**src/rtl/fp_md_ctrl.sv**
```systemverilog
// fp_md_ctrl: sequencing FSM for an FP multiply/divide datapath
// (unpack, multiply or iterative divide, normalize, round, result hold).
module fp_md_ctrl #(
    parameter int MUL_LAT   = 1,
    parameter int DIV_ITERS = 26
) (
    input  logic clk,
    input  logic arst,
    input  logic flush,
    input  logic req_valid,
    output logic req_ready,
    input  logic req_op,
    input  logic req_special,
    output logic unpack_en,
    output logic mul_en,
    output logic div_en,
    output logic div_first,
    output logic norm_en,
    output logic round_en,
    output logic res_valid,
    input  logic res_ready,
    output logic res_op,
    output logic res_special,
    output logic busy
);
    typedef enum logic [2:0] {IDLE, MUL, DIV, NORM, ROUND, HOLD} state_t;
    localparam logic [5:0] MUL_LOAD = 6'(MUL_LAT - 1);
    localparam logic [5:0] DIV_LOAD = 6'(DIV_ITERS - 1);
    state_t state;
    logic [5:0] cnt;
    // enables are pure state decodes, gated only by flush so an abort kills them at once
    assign req_ready = state == IDLE && !flush;
    assign unpack_en = req_valid && req_ready;
    assign mul_en    = state == MUL && !flush;
    assign div_en    = state == DIV && !flush;
    assign div_first = div_en && cnt == DIV_LOAD;
    assign norm_en   = state == NORM && !flush;
    assign round_en  = state == ROUND && !flush;
    assign res_valid = state == HOLD;
    assign busy      = state != IDLE;
    always_ff @(posedge clk) begin
        if (arst) begin
            state       <= IDLE;
            cnt         <= '0;
            res_op      <= 1'b0;
            res_special <= 1'b0;
        end else if (flush) begin
            state <= IDLE;
        end else begin
            case (state)
                IDLE: if (req_valid) begin
                    res_op      <= req_op;
                    res_special <= req_special;
                    cnt         <= req_op ? DIV_LOAD : MUL_LOAD;
                    state       <= req_special ? HOLD : req_op ? DIV : MUL;
                end
                MUL, DIV: if (cnt == 0) state <= NORM; else cnt <= cnt - 1'b1;
                NORM:  state <= ROUND;
                ROUND: state <= HOLD;
                HOLD:  if (res_ready) state <= IDLE;
                default: state <= IDLE;
            endcase
        end
    end
endmodule

```
**config.mk**
```make
export PLATFORM = sky130hd
export DESIGN_NAME = fp_md_ctrl
export DESIGN_NICKNAME = d
export VERILOG_FILES = /design/src/rtl/fp_md_ctrl.sv
export SDC_FILE = /design/constraint.sdc
export NUM_CORES = 1
export LEC_CHECK = 0
export ABC_AREA = 1
export BUFFER_PORTS_ARGS = -buffer_cell sky130_fd_sc_hd__buf_4
export CELL_PAD_IN_SITES_DETAIL_PLACEMENT = 0
export CELL_PAD_IN_SITES_GLOBAL_PLACEMENT = 2
export CORE_ASPECT_RATIO = 0.75
export CORE_UTILIZATION = 30
export CTS_BUF_LIST = sky130_fd_sc_hd__clkbuf_4 sky130_fd_sc_hd__clkbuf_8
export DETAILED_ROUTE_END_ITERATION = 12
export GPL_ROUTABILITY_DRIVEN = 0
export PLACE_DENSITY = 0.94
export SYNTH_ARGS = -nofsm -noshare
export SYNTH_HDL_FRONTEND = slang
export SYNTH_SLANG_ARGS = --single-unit
```
**constraint.sdc**
```tcl
create_clock -name clk -period 3.2 [get_ports clk]
set_clock_uncertainty 0.2 [all_clocks]
set_input_delay 0.48 -clock clk [delete_from_list [all_inputs] [get_ports clk]]
set_output_delay 0.48 -clock clk [all_outputs]
set_load 0.005 [all_outputs]
```
==> results.toml <==
[worst_setup_path]
criticalPathCategory = "reg2out"
cp.required_ps = 2520
cp.arrival_ps = 1450
worstPathMaxFanout = 6
worstRegToRegCells = 9
start_kind = "register"
critPathCaptureType = "output pin"

[final_layout]
antenna-diode-count = 0
net_count_reported_at_finish = 157
nFillCells = 260
multiInputGateArea_um2 = 500
signed_area_change_from_the_synthesized_netlist_to_the_final_layout_pct = 25.0
fraction_of_final_layout_cells_sized_beyond_drive_strength_1_pct = 27.2
final_core_utilization_pct = 41.2
register_area_um2 = 220

[drt]
routed_wl_mm = 1.87
vias_per_cell = 4.43
drt-pass1-iter-count = 6
first_iter_violations = 33
antenna_violating_nets_post_route = 0
vias_after_detailed_routing = 802
drc = 0
wire_per_inst_um = 10.3

[placement]
port_buffers = 17
dp.final_hpwl_mm = 1.45

[power_and_ir_drop]
power_density_nw_per_um2 = 549
static-leakage-power_nw = 0.513
share_comb_of_total_power_pct = 46.7
total_power_w = 0.000539
ir_drop_uv = 259
power_frac_seq_pct = 33.3
p_int_w = 0.000312
clock_power_share_pct = 19.9
power.switching_fraction_pct = 42.2
power_switching_w = 0.000227

[global_routing]
grt_pass1_vias = 689
global_route.usage.total_pct = 16.3
antenna_found_initial = 0
globalRouteOverflowTotal = 0
grt_pass1_wl_mm = 3.31
pin_count_of_the_biggest_net_entering_global_routing = 11

[floorplan]
die_height_um = 46.3
rows = 15
core_um2 = 2380
fp.dieW_um = 61.1
start_util_pct = 33.0
design.portCount = 18
floorplan.die_area_um2 = 2830

[hold_path]
min_path_cells = 2
hold_path_class = "in2reg"

[timing]
timing.max_slew.rel_slack_pct = 81.8
grt_setup_unrepaired = "false"
total_setup_violations_reported_at_the_end_of_the_flow = 0
max_slew.worst_pin.slew_ps = 273
min_period_ps = 2130
final_max_slew_viol_count = 0
timing.setup.tns_ps = 0
count_of_final_hold_check_violations = 0
achievable-frequency_mhz = 469
fin_crit_sh_pct = 66.6

[cts]
inserted_clock_buffers = 3
h-tree-depth = 1
tritoncts = "built"
cts_hold_buf = 0
worstSkewPairLatency_ps = 270
cts.sink_count = 11
cts.repair.resized = 0
ctsLongestPathBuffers = 2
post-cts-setup-buffers = 0
clkSlewWorstSetupHoldPaths_ps = 80
cts_root_buf = "sky130_fd_sc_hd__clkbuf_4"

[synthesis]
ys_ff_latch = 11
syn_inst_count = 127
syn_area_um2 = 786
synthDistinctLibCells = 24
syn_area_per_cell_um2 = 6.19
synth_seq_area_share_pct = 28.0
synth_fp_nets = 136
ys.warnings.count = 0

[run]
drv.max_cap_violation_count = 0

[status]
status = "complete, no violations"
per-layer routing:
layer / wire length (um) / vias up / share of wire, % / GRT usage (%)
li1: - / 441 / - / -
met1: 1030 / 339 / 55 / 23.3
met2: 727 / 22 / 39 / 23.7
met3: 112 / 0 / 6.0 / 5.90
met4: 0 / 0 / 0 / 2.73
met5: 0 / - / 0 / 0
flip-flops by register name, summed over array words and instances (netlist names):
register     cells
res_op           1
res_special      1
cnt              6
state            3
kinds of logic after synthesis:
family          synth area share, %
simple gates                   52.1
buf+inv                        8.28
compound gates                 7.32
flops                          28.0
fa+ha+maj                      3.18
xor+xnor                       1.11
path summary, 6_finish.rpt:
kind                            startpoint   endpoint  slack [ps]
worst max-delay path              state[1]  unpack_en        1070
worst min-delay path                  arst     cnt[2]         170
worst max register to register      cnt[0]     cnt[1]        1530
worst min register to register      res_op     res_op         290
cells in the final DEF, fill, tap and decap left out:
| cell | Yosys | layout |
|---|---|---|
| sky130_fd_sc_hd__nand3_2 | 3 | 3 |
| sky130_fd_sc_hd__nand3b_2 | 1 | 1 |
| sky130_fd_sc_hd__nor4_1 | 1 | 1 |
| sky130_fd_sc_hd__buf_4 | 0 | 17 |
| sky130_fd_sc_hd__o21ai_0 | 6 | 6 |
| sky130_fd_sc_hd__xnor2_1 | 1 | 1 |
| sky130_fd_sc_hd__inv_1 | 10 | 10 |
| sky130_fd_sc_hd__a21oi_1 | 3 | 3 |
| sky130_fd_sc_hd__nand2_1 | 32 | 32 |
| sky130_fd_sc_hd__nor2_1 | 28 | 28 |
| sky130_fd_sc_hd__nand4_1 | 1 | 1 |
| sky130_fd_sc_hd__nor2_4 | 1 | 1 |
| sky130_fd_sc_hd__nand2_4 | 3 | 3 |
| sky130_fd_sc_hd__o21bai_1 | 1 | 1 |
| sky130_fd_sc_hd__o21ai_1 | 1 | 1 |
| sky130_fd_sc_hd__nand2_2 | 3 | 3 |
| sky130_fd_sc_hd__clkinv_2 | 1 | 1 |
| sky130_fd_sc_hd__nor3_1 | 2 | 2 |
| sky130_fd_sc_hd__nor3_2 | 1 | 1 |
| sky130_fd_sc_hd__inv_2 | 5 | 5 |
| sky130_fd_sc_hd__nand3_1 | 8 | 8 |
| sky130_fd_sc_hd__clkbuf_4 | 0 | 4 |
| sky130_fd_sc_hd__ha_1 | 2 | 2 |
| sky130_fd_sc_hd__nor2_2 | 1 | 1 |
| sky130_fd_sc_hd__dfxtp_1 | 11 | 11 |
power groups by stage:
| stage | registers (W) | clock network (W) | logic (W) |
|---|---|---|---|
| 3_3_place_gp | 0.000182 | 0 | 0.000251 |
| 6_report | 0.000180 | 0.000107 | 0.000252 |
| 3_5_place_dp | 0.000183 | 0 | 0.000251 |
| 4_1_cts | 0.000180 | 0.000114 | 0.000252 |
| 5_1_grt | 0.000184 | 0.000121 | 0.000292 |
| 2_1_floorplan | 0.000178 | 0 | 0.000192 |
stage by stage:
step / worst slack, ps / std cells / cell area [um2] / hold slack [ps]
floorplan: 1530 / 127 / 786 / 276
CTS: 1080 / 181 / 982 / 170
detailed placement: 1380 / 177 / 952 / 281
finish: 1070 / 181 / 982 / 173
global route: 943 / 181 / 982 / 172
global placement: 1440 / 177 / 952 / 281
worst max-delay path: stages, from the launching register on:
cell and delay, ps:
sky130_fd_sc_hd__dfxtp_1 390, sky130_fd_sc_hd__nor2_2 270, sky130_fd_sc_hd__nand2_2 140, sky130_fd_sc_hd__nor2_4 110, sky130_fd_sc_hd__nand2_2 80, sky130_fd_sc_hd__clkinv_2 70
sky130_fd_sc_hd__buf_4 100
final cells by class:
class                   instances  area share (%)
multi-input cells              99            51.0
well taps                      34            4.33
clock buffers                   4            3.06
flip-flops and latches         11            22.4
inverters                      16            6.24
repair buffers                 17            13.0
Yosys cell counts:
| cell | count | share of area [%] |
|---|---|---|
| sky130_fd_sc_hd__o21ai_0 | 6 | 3.8 |
| sky130_fd_sc_hd__dfxtp_1 | 11 | 28 |
| sky130_fd_sc_hd__nor3_1 | 2 | 1.3 |
| sky130_fd_sc_hd__o21bai_1 | 1 | 0.96 |
| sky130_fd_sc_hd__o21ai_1 | 1 | 0.64 |
| sky130_fd_sc_hd__nand2_4 | 3 | 4.3 |
| sky130_fd_sc_hd__nand3b_2 | 1 | 1.4 |
| sky130_fd_sc_hd__nand4_1 | 1 | 0.80 |
| sky130_fd_sc_hd__nor3_2 | 1 | 1.3 |
| sky130_fd_sc_hd__a21oi_1 | 3 | 1.9 |
| sky130_fd_sc_hd__nor4_1 | 1 | 0.80 |
| sky130_fd_sc_hd__nor2_4 | 1 | 1.4 |
| sky130_fd_sc_hd__nand2_1 | 32 | 15 |
| sky130_fd_sc_hd__nor2_1 | 28 | 13 |
| sky130_fd_sc_hd__nand3_2 | 3 | 3.8 |
| sky130_fd_sc_hd__nand3_1 | 8 | 5.1 |
| sky130_fd_sc_hd__clkinv_2 | 1 | 0.64 |
| sky130_fd_sc_hd__nor2_2 | 1 | 0.80 |
| sky130_fd_sc_hd__xnor2_1 | 1 | 1.1 |
| sky130_fd_sc_hd__nand2_2 | 3 | 2.4 |
| sky130_fd_sc_hd__ha_1 | 2 | 3.2 |
| sky130_fd_sc_hd__inv_2 | 5 | 2.4 |
| sky130_fd_sc_hd__clkbuf_1 | 1 | 0.48 |
| sky130_fd_sc_hd__inv_1 | 10 | 4.8 |
Note: power is estimated with default switching activity, not from simulation.
